### config.mk
export PLATFORM = sky130hd
export DESIGN_NAME = shift_arbiter
export DESIGN_NICKNAME = d
export VERILOG_FILES = /design/src/rtl/shift_pkg.sv /design/src/rtl/shift_arbiter_barrel_shifter.sv /design/src/rtl/shift_arbiter.sv
export SDC_FILE = /design/constraint.sdc
export NUM_CORES = 1
export LEC_CHECK = 0
export BUFFER_PORTS_ARGS = -buffer_cell sky130_fd_sc_hd__buf_2
export CAP_MARGIN = 10
export CORE_UTILIZATION = 43
export CTS_CLUSTER_DIAMETER = 150
export CTS_CLUSTER_SIZE = 8
export DETAILED_ROUTE_END_ITERATION = 16
export GPL_TIMING_DRIVEN = 1
export PLACE_DENSITY = 0.7
export SYNTH_ARGS = -nofsm -noshare
export SYNTH_HDL_FRONTEND = slang
export SYNTH_SLANG_ARGS = --single-unit
### constraint.sdc
create_clock -name i_clk -period 2.75 [get_ports i_clk]
set_input_delay 0.1375 -clock i_clk [delete_from_list [all_inputs] [get_ports i_clk]]
set_output_delay 0.1375 -clock i_clk [all_outputs]
set_load 0.005 [all_outputs]
### src/rtl/shift_pkg.sv
// Shared shift types used by the barrel shifter and its round-robin front end.
package shift_pkg;

  localparam int unsigned DATA_W = 32;
  localparam int unsigned AMT_W  = 5;
  localparam int unsigned SEL_W  = 2;

  typedef enum logic [1:0] {
    SLL  = 2'b00,
    SRL  = 2'b01,
    PASS = 2'b10,
    SRA  = 2'b11
  } shift_sel_e;

  typedef struct packed {
    logic [DATA_W-1:0] data;
    logic [AMT_W-1:0]  amount;
    shift_sel_e        sel;
  } shift_req_t;

endpackage

### src/rtl/shift_arbiter_barrel_shifter.sv
// Combinational 32-bit barrel shifter: SLL, SRL, SRA or pass-through.
module barrel_shifter
  import shift_pkg::*;
(
  input  shift_req_t        req_i,
  output logic [DATA_W-1:0] result_o
);

  // Select the shift flavour; pass-through and amount 0 leave data untouched.
  always_comb begin
    result_o = req_i.data;
    case (req_i.sel)
      SLL:     result_o = req_i.data << req_i.amount;
      SRL:     result_o = req_i.data >> req_i.amount;
      SRA:     result_o = DATA_W'($signed(req_i.data) >>> req_i.amount);
      default: result_o = req_i.data;
    endcase
  end

endmodule

### src/rtl/shift_arbiter.sv
// Round-robin arbiter sharing one barrel shifter between NUM_REQ requesters,
// with a single registered, tagged response slot.
module shift_arbiter
  import shift_pkg::*;
#(
  parameter int unsigned NUM_REQ = 2,
  parameter int unsigned ID_W    = $clog2(NUM_REQ)
) (
  input  logic                      i_clk,
  input  logic                      i_reset,
  input  logic [NUM_REQ-1:0]        i_req_valid,
  output logic [NUM_REQ-1:0]        o_req_ready,
  input  logic [NUM_REQ*DATA_W-1:0] i_req_data,
  input  logic [NUM_REQ*AMT_W-1:0]  i_req_amount,
  input  logic [NUM_REQ*SEL_W-1:0]  i_req_sel,
  output logic                      o_resp_valid,
  input  logic                      i_resp_ready,
  output logic [ID_W-1:0]           o_resp_id,
  output logic [DATA_W-1:0]         o_resp_result
);

  localparam int unsigned REQ_BITS = $bits(shift_req_t);

  logic [ID_W-1:0]     rr_ptr_q, rr_ptr_d;
  logic                resp_valid_q, resp_valid_d;
  logic [ID_W-1:0]     resp_id_q, resp_id_d;
  logic [DATA_W-1:0]   resp_result_q, resp_result_d;

  logic [NUM_REQ-1:0]  grant_oh;
  logic [ID_W-1:0]     grant_id;
  logic                grant_any;
  logic                slot_free;
  logic                accept;
  logic [REQ_BITS-1:0] mux_bits;
  shift_req_t          shift_req;
  logic [DATA_W-1:0]   shift_result;

  // Round-robin search: first valid requester at or after rr_ptr, wrapping.
  always_comb begin
    logic [ID_W:0]   cand_sum;
    logic [ID_W-1:0] cand;
    grant_oh  = '0;
    grant_id  = '0;
    grant_any = 1'b0;
    cand_sum  = '0;
    cand      = '0;
    for (int unsigned k = 0; k < NUM_REQ; k++) begin
      cand_sum = {1'b0, rr_ptr_q} + (ID_W+1)'(k);
      if (cand_sum >= (ID_W+1)'(NUM_REQ)) begin
        cand_sum = cand_sum - (ID_W+1)'(NUM_REQ);
      end
      cand = cand_sum[ID_W-1:0];
      if (!grant_any && i_req_valid[cand]) begin
        grant_any = 1'b1;
        grant_id  = cand;
      end
    end
    grant_oh[grant_id] = grant_any;
  end

  // One-hot operand mux feeding the shared shifter.
  always_comb begin
    mux_bits = '0;
    for (int unsigned j = 0; j < NUM_REQ; j++) begin
      if (grant_oh[j]) begin
        mux_bits = mux_bits | {i_req_data[j*DATA_W +: DATA_W],
                               i_req_amount[j*AMT_W +: AMT_W],
                               i_req_sel[j*SEL_W +: SEL_W]};
      end
    end
  end

  assign shift_req = shift_req_t'(mux_bits);

  barrel_shifter u_shifter (
    .req_i    (shift_req),
    .result_o (shift_result)
  );

  assign slot_free   = !resp_valid_q || i_resp_ready;
  assign accept      = slot_free && grant_any && !i_reset;
  assign o_req_ready = (slot_free && !i_reset) ? grant_oh : '0;

  // Next state: accept loads the slot (replacing a draining one), drain empties it.
  always_comb begin
    rr_ptr_d      = rr_ptr_q;
    resp_valid_d  = resp_valid_q;
    resp_id_d     = resp_id_q;
    resp_result_d = resp_result_q;
    if (accept) begin
      resp_valid_d  = 1'b1;
      resp_id_d     = grant_id;
      resp_result_d = shift_result;
      rr_ptr_d      = (grant_id == ID_W'(NUM_REQ-1)) ? '0 : grant_id + 1'b1;
    end else if (resp_valid_q && i_resp_ready) begin
      resp_valid_d = 1'b0;
    end
  end

  // State registers with synchronous reset.
  always_ff @(posedge i_clk) begin
    if (i_reset) begin
      rr_ptr_q      <= '0;
      resp_valid_q  <= 1'b0;
      resp_id_q     <= '0;
      resp_result_q <= '0;
    end else begin
      rr_ptr_q      <= rr_ptr_d;
      resp_valid_q  <= resp_valid_d;
      resp_id_q     <= resp_id_d;
      resp_result_q <= resp_result_d;
    end
  end

  assign o_resp_valid  = resp_valid_q;
  assign o_resp_id     = resp_id_q;
  assign o_resp_result = resp_result_q;

endmodule

### After elaboration in Yosys (flattened, before gate mapping)

Index checks and enable logic that the tools add are counted.

| storage, ports and cells | value |
|---|---|
| word-level logic and storage cells | 52 |
| bits in writable memories | 0 |
| output and inout port bits | 36 |
| memory bits (read-only) | 0 |
| bits in latches | 0 |
| flip-flop bits (word level) | 35 |
| memories kept | 0 |

| cells by class | value |
|---|---|
| bitwise logic cells | 2 |
| divide/modulo/power cells | 0 |
| multiplexer cells | 19 |
| eq/ne operators | 2 |
| shift operators | 3 |
| reductions and logical operators | 12 |
| order comparisons | 6 |
| add/sub/neg operators | 4 |
| $mul | 0 |

Operator list:

| kind | number |
|---|---|
| $pmux W32 S3 | 1 |
| $mux W39 | 2 |
| $or A39 B39 Y39 | 1 |
| $shl A32 B5 Y32 | 1 |
| $shr A32 B5 Y32 | 1 |
| $sshr A32 B5 Y32 | 1 |
| $mux W1 | 14 |
| $logic_and A1 B1 Y1 | 6 |
| $lt A1 B2 Y1 const B | 3 |
| $logic_not A1 Y1 | 3 |
| $add A1 B1 Y2 const B | 1 |
| $and A2 B2 Y2 | 1 |
| $eq A2 B1 Y1 const B | 1 |
| $eq A2 B2 Y1 const B | 1 |
| $ge A1 B2 Y1 const B | 1 |
| $ge A2 B2 Y1 const B | 1 |
| $logic_not A2 Y1 | 1 |
| $mux W2 | 1 |
| $reduce_bool A2 Y1 | 1 |
| $sub A1 B1 Y1 const B | 2 |
| $add A1 B1 Y1 const B | 1 |
| $demux W1 S1 | 1 |
| $ge A1 B1 Y1 const B | 1 |
| $logic_or A1 B1 Y1 | 1 |

### Logic depth before layout (Yosys ltp)

Gate-level depths: netlist of run 1.

| depth | value |
|---|---|
| depth after elaboration | 18 |
| depth in mapped cells | 13 |

### Cells and area by module

From an unflattened synthesis of run 1, not the netlist that was laid out.

| second synthesis, totals | value |
|---|---|
| cells, all modules | 749 |
| area, all modules | 6203.4 um^2 |

By module, submodules not included:

| module | times used | cells each | area each (um^2) | seq. area each (um^2) |
|---|---|---|---|---|
| barrel_shifter | 1 | 538 | 4345.4 | 0.0 |
| shift_arbiter | 1 | 211 | 1858.0 | 700.7 |

### Worst setup path after synthesis of run 1

OpenSTA, ideal clock, no wires.

| timing path | value |
|---|---|
| path type | register to register |
| start | reg rr_ptr_q |
| end | reg resp_result_q[2], in the netlist o_resp_result[2] |
| slack | 283 ps |
| buffers on the path | 2 |
| library setup time | 135 ps |
| required time | 2615 ps |
| cell stages (with the launch flop) | 11 |
| data arrival time | 2332 ps |
| path through | dfxtp_1 nand2b_1 buf_6 a32oi_1 buf_4 mux2i_1 mux2i_1 mux2_2 a22o_1 a2111oi_0 nor4_1 |

| between the ends | value |
|---|---|
| longest elaborated chain between the ends | 18 |
| elaborated cells on any way between the ends | 35 |
| classes of those cells | add/sub: 3; order compare: 4; eq/ne: 2; shift: 3; mux: 15; bitwise: 2; reduce/logical: 6 |

Ends and longest elaborated chain:

| item | line | RTL |
|---|---|---|
| start, declared | shift_arbiter.sv:24 | `logic [ID_W-1:0] rr_ptr_q, rr_ptr_d;` |
| start signal, assigned | shift_arbiter.sv:108 | `rr_ptr_q <= rr_ptr_d;` |
| $ge A1 B2 Y1 or $sub A1 B1 Y1 (tied branches) | shift_arbiter.sv:49, shift_arbiter.sv:50 |  |
| $mux W1 | shift_arbiter.sv:49 | `if (cand_sum >= (ID_W+1)'(NUM_REQ)) begin` |
| $mux W1 (implied by the code) (2 in a row) | shift_arbiter.sv:53 | `if (!grant_any && i_req_valid[cand]) begin` |
| $mux W1 | shift_arbiter.sv:53 |  |
| $logic_not A1 Y1 | shift_arbiter.sv:53 |  |
| $logic_and A1 B1 Y1 | shift_arbiter.sv:53 |  |
| $mux W1 | shift_arbiter.sv:53 |  |
| $lt A1 B2 Y1 (implied by the code) or $ge A1 B1 Y1 (tied branches) | shift_arbiter.sv:58 | `grant_oh[grant_id] = grant_any;` |
| $logic_and A1 B1 Y1 (implied by the code) | shift_arbiter.sv:58 |  |
| $mux W1 (implied by the code) | shift_arbiter.sv:58 |  |
| $demux W1 S1 | shift_arbiter.sv:58 |  |
| $and A2 B2 Y2 (no line) | - |  |
| $mux W39 | shift_arbiter.sv:65 | `if (grant_oh[j]) begin` |
| $or A39 B39 Y39 | shift_arbiter.sv:66 | `mux_bits = mux_bits \| {i_req_data[j*DATA_W +: DATA_W],` |
| $mux W39 | shift_arbiter.sv:65 |  |
| $sshr A32 B5 Y32, or another cell as far along | shift_arbiter_barrel_shifter.sv:15 | `SRA: result_o = DATA_W'($signed(req_i.data) >>> req_i.amount);` |
| $pmux W32 S3 | shift_arbiter_barrel_shifter.sv:12 | `case (req_i.sel)` |
| end signal, assigned | shift_arbiter.sv:111 | `resp_result_q <= resp_result_d;` |
| end, declared | shift_arbiter.sv:27 | `logic [DATA_W-1:0] resp_result_q, resp_result_d;` |

Several ways; a longest one is shown, not always the timed one. The select of a mux whose other input is x is not followed.
A chain may end at the register's enable or synchronous reset.

### Worst setup path after layout of run 1

| timing path | value |
|---|---|
| start | reg rr_ptr_q |
| end | reg resp_result_q[14], in the netlist o_resp_result[14] |

The elaborated chain is that of the path after synthesis.

==> results of run 1 <==
==> through the flow <==
| step | hold slack, ps | area [sq um] |
|---|---|---|
| 6_report | 255 | 9230 |
| 5_1_grt | 302 | 9230 |
| 4_1_cts | 248 | 8650 |
| 3_5_place_dp | 445 | 8290 |
| 3_3_place_gp | 438 | 8290 |
| 2_1_floorplan | 322 | 6170 |
==> state kept, by name, indices dropped and copies added, names as in the netlist <==
signal	flops
rr_ptr_q	1
o_resp_valid	1
o_resp_id	1
o_resp_result	32
==> power by group through the flow <==
stage | registers, mW | logic, mW | clock network (mW)
finish | 0.605 | 2.89 | 0.697
global route | 0.611 | 3.00 | 0.710
CTS | 0.603 | 2.55 | 0.698
detailed placement | 0.614 | 2.47 | 0
global placement | 0.612 | 2.48 | 0
floorplan | 0.613 | 1.29 | 0
==> worst max-delay path by stage <==
stage	startpoint	end	slack, ps	cells past startpoint
floorplan	rr_ptr_q	o_resp_result[2]	280	10
global placement	rr_ptr_q	o_resp_result[30]	-380	11
detailed placement	rr_ptr_q	o_resp_result[30]	-370	11
CTS	rr_ptr_q	o_resp_result[30]	-5	13
global route	rr_ptr_q	o_resp_result[9]	-120	12
finish	rr_ptr_q	o_resp_result[14]	-30	13
==> routing by layer <==
metal	vias to the layer above	share of wire [%]
li1	3780	-
met1	4130	39
met3	149	11
met4	0	6.7
met5	-	0
met2	657	43
==> what timing repair did <==
item | CTS | global route
gates resized for setup | 25 | 104
endpoints found under the setup margin | 18 | 31
cloned | 2 | 3
buffers inserted | 6 | 10
pin swaps | 5 | 20
==> cell usage in the layout (no fill, tap or decap), types with 13 or more instances in the layout <==
cell type  count
a211oi_1      16
a21oi_1       43
a32o_1        26
a32o_2        13
a32oi_1       14
buf_12        17
buf_2        118
buf_4        197
dfxtp_1       34
mux2_2        25
mux2i_1      100
mux2i_2       22
mux2i_4       13
nand2_1       78
nor2_1        89
nor3_1        32
o21ai_0       39
o22ai_1       17
==> kinds of logic after synthesis <==
group	synth area share [%]
flops	11.3
buf+inv	8.39
mux	28.0
compound gates	35.1
simple gates	17.2
==> cell type report <==
type	count	area, sq um	area share (%)
Tap cell	180	225	2.44
Clock buffer	5	125	1.36
Timing Repair Buffer	346	2610	28.3
Multi-Input combinational cell	704	5510	59.7
Clock inverter	3	47.5	0.515
Sequential cell	35	704	7.64
Inverter	1	3.75	0.0407
==> critical path, cell delays in order (launching register included) <==
cell	delay, ps
dfxtp_4	390
nand2b_4	190
buf_12	160
buf_12	150
a32o_1	230
mux2i_1	90
buf_4	160
buf_4	130
nor4_1	290
a2111oi_2	110
buf_4	170
a211oi_1	240
o221ai_1	210
a21oi_1	180
==> flow_metrics.env, run 1 <==
export IMPL_r2r_cells=13
export IMPL_utilization_pct=66.2
export IMPL_pwr_share_clk_pct=16.6
export IMPL_pre_cts_ws_ps=-369
export IMPL_met2_usage_pct=69.6
export IMPL_cap_viol_max_count=0
export IMPL_viasPerCell=6.84
export IMPL_required_ps=2970
export IMPL_cts_hold_buffers_added=0
export IMPL_grt_pass1_vias=8025
export IMPL_wire_per_inst_um=27.6
export IMPL_finalNonFillerCells=1274
export IMPL_die_h_um=122
export IMPL_path_max_fanout=17
export IMPL_coreArea_sq_um=13900
export IMPL_hold_viol=0
export IMPL_worst_pin_slew_ps=755
export IMPL_drive_gt1_share_pct=44.3
export IMPL_critPathKind="register to register"
export IMPL_drc=0
export IMPL_yosysTopAreaCellShare_pct=21.7
export IMPL_setup_viol=6
export IMPL_p_leak_nw=4.04
export IMPL_fmax_mhz=360
export IMPL_p_total_mw=4.19
export IMPL_grt_max_degree=58
export IMPL_antenna_found_initial=0
export IMPL_dpl_hpwl_um=26300
export IMPL_swShare_pct=45.6
export IMPL_htreeDepth=2
export IMPL_cp_arrival_ps=3000
export IMPL_finish_net_count=1176
export IMPL_hold_start="i_resp_ready"
export IMPL_synth_top_flop_cell="dfxtp_1"
export IMPL_power_internal_mw=2.28
export IMPL_drtIter0Drc=1201
export IMPL_gr_usage_met3_pct=7.30
export IMPL_cts_tree="yes"
export IMPL_rrSetupSlack_ps=-30
export IMPL_syn_num_nets=914
export IMPL_cts_root_buf="clkbuf_16"
export IMPL_tns_ps=-127
export IMPL_die_w_um=122
export IMPL_power_frac_comb_pct=68.9
export IMPL_routabilityCongestion=1.08
export IMPL_synthMostInstantiatedCell="mux2i_1"
export IMPL_overflow=0
export IMPL_power_density_nw_per_um2=455
export IMPL_hold_depth=3
export IMPL_grt_busiest_layer="met2"
export IMPL_fin_ws_ps=-30.5
export IMPL_drt_total_wl_um=35200
export IMPL_vias=8716
export IMPL_use_met1_pct=60.1
export IMPL_insertion_delay_ps=290
export IMPL_synth_async_reset_ratio_pct=0
export IMPL_numCtsBuffers=5
export IMPL_synth_seq_cells=35
export IMPL_numClockSinks=35
export IMPL_drv_slew=0
export IMPL_ctsLongestPathBuffers=2
export IMPL_synth_area_leaders="mux2i_1 22%, dfxtp_1 11%, a32o_1 6.3%"
export IMPL_dr_pass1_iters=6
export IMPL_yosysTopAreaCell="mux2i_1"
export IMPL_crit_path_start_kind="register"
export IMPL_num_fill_cells=1232
export IMPL_violations="negative setup slack"
export IMPL_hold_path_class="input port to register"
export IMPL_yosysWarnings=0
export IMPL_area_growth_synth_to_final_pct=49.4
export IMPL_crit_path_end_kind="register"
export IMPL_min_to="o_resp_valid"
export IMPL_status="finished with violations"
export IMPL_rows=43
export IMPL_pwr_share_seq_pct=14.4
export IMPL_grt_pass1_wl_um=49500
export IMPL_rr_endpoint="o_resp_result[14]"
export IMPL_final_min_clock_period_ps=2780
export IMPL_fin_skew_ps=1.86
export IMPL_avgSynthCellArea_sq_um=7.43
export IMPL_antenna_diode_count=0
export IMPL_clkTransAtPathRegs_ps=60
export IMPL_synth_common_cells="134 x mux2i_1, 90 x nor2_1, 79 x nand2_1, 46 x a21oi_1, 44 x o21ai_0"
export IMPL_r2r_start="rr_ptr_q"
export IMPL_switchingPower_mw=1.91
export IMPL_timing_final_crit_share_pct=101
export IMPL_dieArea_sq_um=14800
export IMPL_ir_drop_mv=0.257
export IMPL_initial_utilization_pct=44.3
export IMPL_track_usage_pct=45.4
export IMPL_slew_headroom_pct=49.6
export IMPL_rsz0062_at_grt="true"
export IMPL_synth_edf_count=0
export IMPL_ys_seq_area_share_pct=11.3
export IMPL_io_pins=119
export IMPL_drtAntennaViolNets=0
export IMPL_dp_cells=1247
export IMPL_netlist_instances=831
export IMPL_synthDistinctLibCells=61
export IMPL_synth_area_sq_um=6170
export IMPL_port_buffers=118
(Power assumes the default switching activity.)
==> run 2, diff against run 1 <==
- CORE_UTILIZATION: 43 -> 35
- PLACE_DENSITY: 0.7 -> 0.6
==> flow_metrics.env, run 2 (same netlist as run 1, synthesis figures left out) <==
export IMPL_status="finished with violations"
export IMPL_violations="negative setup slack"
export IMPL_drtIter0Drc=1148
export IMPL_initial_utilization_pct=35.8
export IMPL_fin_ws_ps=-80.9
export IMPL_rows=48
export IMPL_finalNonFillerCells=1378
export IMPL_dpl_hpwl_um=28500
export IMPL_cp_depth=13
export IMPL_wire_per_inst_um=27.0
export IMPL_numClockSinks=35
export IMPL_die_w_um=135
export IMPL_routabilityCongestion=1.05
export IMPL_grt_pass1_wl_um=53100
export IMPL_hold_ws_ps=47.0
export IMPL_grt_pass1_vias=8366
export IMPL_hold_path_class="input port to register"
export IMPL_antenna_diode_count=0
export IMPL_p_leak_nw=4.34
export IMPL_fmax_mhz=353
export IMPL_hold_viol=0
export IMPL_antenna_found_initial=0
export IMPL_insertion_delay_ps=300
export IMPL_overflow=0
export IMPL_met1_length_um=14800
export IMPL_die_h_um=135
export IMPL_numCtsBuffers=5
export IMPL_ir_drop_mv=0.311
export IMPL_rsz0062_at_grt="true"
export IMPL_rrSetupSlack_ps=-80
export IMPL_crit_path_start_kind="register"
export IMPL_dr_pass1_iters=6
export IMPL_coreArea_sq_um=17200
export IMPL_dieArea_sq_um=18200
export IMPL_slew_headroom_pct=50.6
export IMPL_layout_commonest_cell="buf_4"
export IMPL_drive_gt1_share_pct=50.3
export IMPL_critPathKind="register to register"
export IMPL_r2r_start="rr_ptr_q"
export IMPL_num_fill_cells=1642
export IMPL_crit_path_end="o_resp_result[5]"
export IMPL_final_min_clock_period_ps=2830
export IMPL_largest_reg_flops=32
export IMPL_timing_final_crit_share_pct=103
export IMPL_place_area_sq_um=8760
export IMPL_cts_tree="yes"
export IMPL_cp_common_cell="buf_4"
export IMPL_clkTransAtPathRegs_ps=60
export IMPL_htreeDepth=2
export IMPL_viasPerCell=6.54
export IMPL_cap_viol_max_count=0
export IMPL_drt_total_wl_um=37300
export IMPL_pre_cts_ws_ps=-198
export IMPL_final_cell_mix="254 x buf_4, 118 x buf_2, 93 x mux2i_1, 84 x nor2_1, 77 x nand2_1"
export IMPL_crit_family="buffers and inverters"
export IMPL_cp_slowest_cell="dfxtp_4"
export IMPL_crit_path_max_incr_delay_ps=400
export IMPL_drtAntennaViolNets=0
export IMPL_crit_path_end_kind="register"
export IMPL_ctsLongestPathBuffers=2
export IMPL_path_buf_inv=5
export IMPL_r2r_cells=13
export IMPL_io_pins=119
export IMPL_grt_max_degree=37
export IMPL_crit_chain="nand2b_4, buf_12, a32o_4, buf_12, buf_4, mux2i_2, mux2i_1, mux2i_1, buf_4, nor2_1, o31ai_1, buf_4, a21oi_2"
export IMPL_utilization_pct=57.7
export IMPL_final_area_sq_um=9940
export IMPL_path_max_fanout=16
export IMPL_dr_wl_met2_um=15900
export IMPL_setup_viol=6
export IMPL_cts_root_buf="clkbuf_16"
export IMPL_power_density_nw_per_um2=438
export IMPL_dr_wl_met3_um=4250
export IMPL_fin_skew_ps=4.95
export IMPL_cp_startpoint="rr_ptr_q"
export IMPL_finish_net_count=1235
export IMPL_cp_arrival_ps=3010
export IMPL_vias=9018
export IMPL_track_usage_pct=39.7
export IMPL_drv_slew=0
export IMPL_required_ps=2930
export IMPL_maxUsedRoutingLayer="met4"
export IMPL_cts_hold_buffers_added=0
export IMPL_rr_endpoint="o_resp_result[5]"
export IMPL_worst_pin_slew_ps=741
export IMPL_dp_cells=1344
export IMPL_area_growth_synth_to_final_pct=61.0
export IMPL_drc=0
export IMPL_port_buffers=118
## run 2: changes by cell type in the layout (fill, tap and decap cells not counted), moves of 3 or more
cell and change:
a32o_2 +5, mux2_4 -3, nor2_1 -5, a211oi_2 +5, a32o_1 -6, nor2_2 +4, mux2_2 +3, mux2i_1 -7
mux2i_4 +5, buf_4 +57, a21oi_2 +3, a211oi_1 -4, a21oi_1 -3
## run 2: power breakdown
| part | leakage, nW | total [mW] | switching (mW) | internal (mW) |
|---|---|---|---|---|
| clock | 0.0679 | 0.577 | 0.241 | 0.336 |
| combinational | 3.98 | 3.17 | 1.73 | 1.44 |
| sequential | 0.289 | 0.606 | 0.0382 | 0.568 |
| total | 4.34 | 4.35 | 2.01 | 2.34 |
## run 2: worst reg2reg max path: cells and delay by family (launching register included)
family,cells,cell delay (ps)
multiplexers,3,690
buffers and inverters,5,850
AND/OR/NAND/NOR,2,200
flip-flops,1,400
AO/OA/AOI/OAI,3,570
## run 2: what timing repair did
action                     in CTS  in global routing
gates cloned                    4                  0
buffers inserted                8                 17
setup endpoints to repair      29                 30
pin swaps                       9                 17
gates resized for setup        50                127
## run 2: area by class of cell
type	instances	area, sq um	area share (%)
Clock inverter	1	5.00	0.0503
Tap cell	225	282	2.83
Inverter	1	3.75	0.0378
Multi-Input combinational cell	704	5750	57.8
Sequential cell	35	704	7.08
Clock buffer	7	133	1.33
Timing Repair Buffer	405	3070	30.9
## run 2: worst min-delay path by stage
stage	from	endpoint	cells past startpoint
6_report	i_reset	o_resp_valid	2
5_1_grt	i_reset	o_resp_valid	2
4_1_cts	i_reset	o_resp_valid	2
3_5_place_dp	i_reset	o_resp_valid	2
3_3_place_gp	i_reset	o_resp_valid	2
2_1_floorplan	i_req_valid[0]	o_resp_valid	2
## run 2: layer usage
| layer | up-vias | GRT usage [%] |
|---|---|---|
| li1 | 3908 | - |
| met1 | 4233 | 52.7 |
| met2 | 737 | 61.7 |
| met3 | 140 | 6.79 |
| met4 | 0 | 20.1 |
| met5 | - | 0 |
## run 2: metrics by stage
| stage | total power, mW | setup TNS [ps] |
|---|---|---|
| after floorplan | 1.91 | 0 |
| after global placement | 3.26 | -2560 |
| after detailed placement | 3.25 | -2350 |
| after CTS | 3.97 | 0 |
| after global routing | 4.48 | -1070 |
| final | 4.35 | -193 |
==> run 3, diff against run 2 <==
- BUFFER_PORTS_ARGS: -buffer_cell sky130_fd_sc_hd__buf_2 -> -buffer_cell sky130_fd_sc_hd__clkbuf_2
==> flow_metrics.env, run 3 (same netlist as run 1, synthesis figures left out) <==
export IMPL_status="finished with violations"
export IMPL_violations="negative setup slack"
export IMPL_routabilityCongestion=1.04
export IMPL_required_ps=2920
export IMPL_die_h_um=135
export IMPL_crit_chain="nand2b_4, buf_12, a32oi_4, buf_12, buf_12, buf_6, mux2_2, mux2_4, nor2_4, a21oi_4, a211oi_4, o32ai_2"
export IMPL_drc=0
export IMPL_rows=48
export IMPL_tns_ps=-96.2
export IMPL_coreArea_sq_um=17200
export IMPL_drtAntennaViolNets=0
export IMPL_setup_viol=4
export IMPL_io_pins=119
export IMPL_rr_endpoint="o_resp_result[18]"
export IMPL_finalNonFillerCells=1384
export IMPL_vias=8902
export IMPL_track_usage_pct=40.1
export IMPL_layout_commonest_cell="buf_4"
export IMPL_drv_slew=0
export IMPL_antenna_found_initial=0
export IMPL_cp_startpoint="rr_ptr_q"
export IMPL_dr_pass1_iters=6
export IMPL_place_area_sq_um=8790
export IMPL_p_leak_nw=4.41
export IMPL_cts_root_buf="clkbuf_16"
export IMPL_die_w_um=135
export IMPL_dieArea_sq_um=18200
export IMPL_hold_viol=0
export IMPL_critPathKind="register to register"
export IMPL_drt_total_wl_um=38100
export IMPL_htreeDepth=2
export IMPL_pre_cts_ws_ps=-308
export IMPL_rsz0062_at_grt="true"
export IMPL_largest_reg_flops=32
export IMPL_crit_path_end_kind="register"
export IMPL_drive_gt1_share_pct=50.0
export IMPL_slew_headroom_pct=49.5
export IMPL_dp_cells=1350
export IMPL_final_cell_mix="258 x buf_4, 118 x clkbuf_2, 98 x mux2i_1, 87 x nor2_1, 76 x nand2_1"
export IMPL_crit_path_end="o_resp_result[18]"
export IMPL_final_area_sq_um=9970
export IMPL_cts_tree="yes"
export IMPL_cp_common_cell="buf_12"
export IMPL_grt_pass1_vias=8208
export IMPL_worst_pin_slew_ps=757
export IMPL_numCtsBuffers=5
export IMPL_ctsLongestPathBuffers=2
export IMPL_final_min_clock_period_ps=2790
export IMPL_viasPerCell=6.43
export IMPL_power_density_nw_per_um2=440
export IMPL_ir_drop_mv=0.252
export IMPL_dpl_hpwl_um=29200
export IMPL_area_growth_synth_to_final_pct=61.4
export IMPL_clkTransAtPathRegs_ps=60
export IMPL_wire_per_inst_um=27.5
export IMPL_grt_pass1_wl_um=53600
export IMPL_crit_path_start_kind="register"
export IMPL_crit_path_max_incr_delay_ps=370
export IMPL_r2r_cells=12
export IMPL_initial_utilization_pct=35.8
export IMPL_hold_path_class="input port to register"
export IMPL_fin_skew_ps=6.38
export IMPL_cap_viol_max_count=0
export IMPL_num_fill_cells=1647
export IMPL_drtIter0Drc=973
export IMPL_grt_max_degree=38
export IMPL_finish_net_count=1241
export IMPL_rrSetupSlack_ps=-40
export IMPL_fmax_mhz=358
export IMPL_overflow=0
export IMPL_fin_ws_ps=-42.0
export IMPL_r2r_start="rr_ptr_q"
export IMPL_path_max_fanout=8
export IMPL_insertion_delay_ps=300
export IMPL_cp_slowest_cell="a211oi_4"
export IMPL_antenna_diode_count=0
export IMPL_numClockSinks=35
export IMPL_port_buffers=118
export IMPL_cp_arrival_ps=2960
export IMPL_timing_final_crit_share_pct=102
==> run 3: worst min-delay path by stage <==
stage	start	to	slack, ps	cells past startpoint
2_1_floorplan	i_req_valid[0]	o_resp_valid	320	2
3_3_place_gp	o_resp_result[12]	o_resp_result[12]	440	2
3_5_place_dp	o_resp_result[14]	o_resp_result[14]	450	2
4_1_cts	i_req_valid[0]	rr_ptr_q	200	3
5_1_grt	i_resp_ready	o_resp_valid	230	3
6_report	i_req_valid[0]	rr_ptr_q	210	3
==> run 3: layout make-up <==
class,count,area [sq um],share of cell area [%]
clock buffers,6,129,1.29
clock inverters,2,12.5,0.126
inverters,1,3.75,0.0377
multi-input cells,703,5690,57.1
flip-flops and latches,35,702,7.04
well taps,225,282,2.82
repair buffers,412,3150,31.6
==> run 3: what timing repair did <==
action / CTS / global route
cloned: 1 / 3
pin swaps: 7 / 30
hold buffers: 0 / 0
setup buffers: 7 / 17
setup endpoints to repair: 28 / 31
resized for setup: 38 / 138
==> run 3: metrics by stage <==
| stage | util [%] | power [mW] | hold slack [ps] |
|---|---|---|---|
| 6_report | 57.8 | 4.38 | 208 |
| 5_1_grt | 57.8 | 4.52 | 231 |
| 4_1_cts | 53.1 | 3.98 | 204 |
| 3_5_place_dp | 51.0 | 3.30 | 452 |
| 3_3_place_gp | 51.0 | 3.32 | 438 |
| 2_1_floorplan | - | 1.91 | 322 |
==> run 3: metal layers <==
layer	vias to the layer above	global-route usage [%]	wire, um
li1	3913	-	-
met1	4267	53.5	15900
met2	604	62.1	16400
met3	118	6.76	3580
met4	0	20.2	2150
met5	-	0	0
==> run 3: critical path: cells and delay by family (launching register included) <==
family,cells,cell delay (ps)
compound gates,4,810
mux,2,620
buf+inv,4,560
flops,1,340
simple gates,2,330
==> run 3: power by group <==
| part | internal, mW | switching, mW |
|---|---|---|
| registers | 0.568 | 0.0390 |
| clock network | 0.335 | 0.253 |
| logic | 1.45 | 1.74 |
| total | 2.35 | 2.03 |
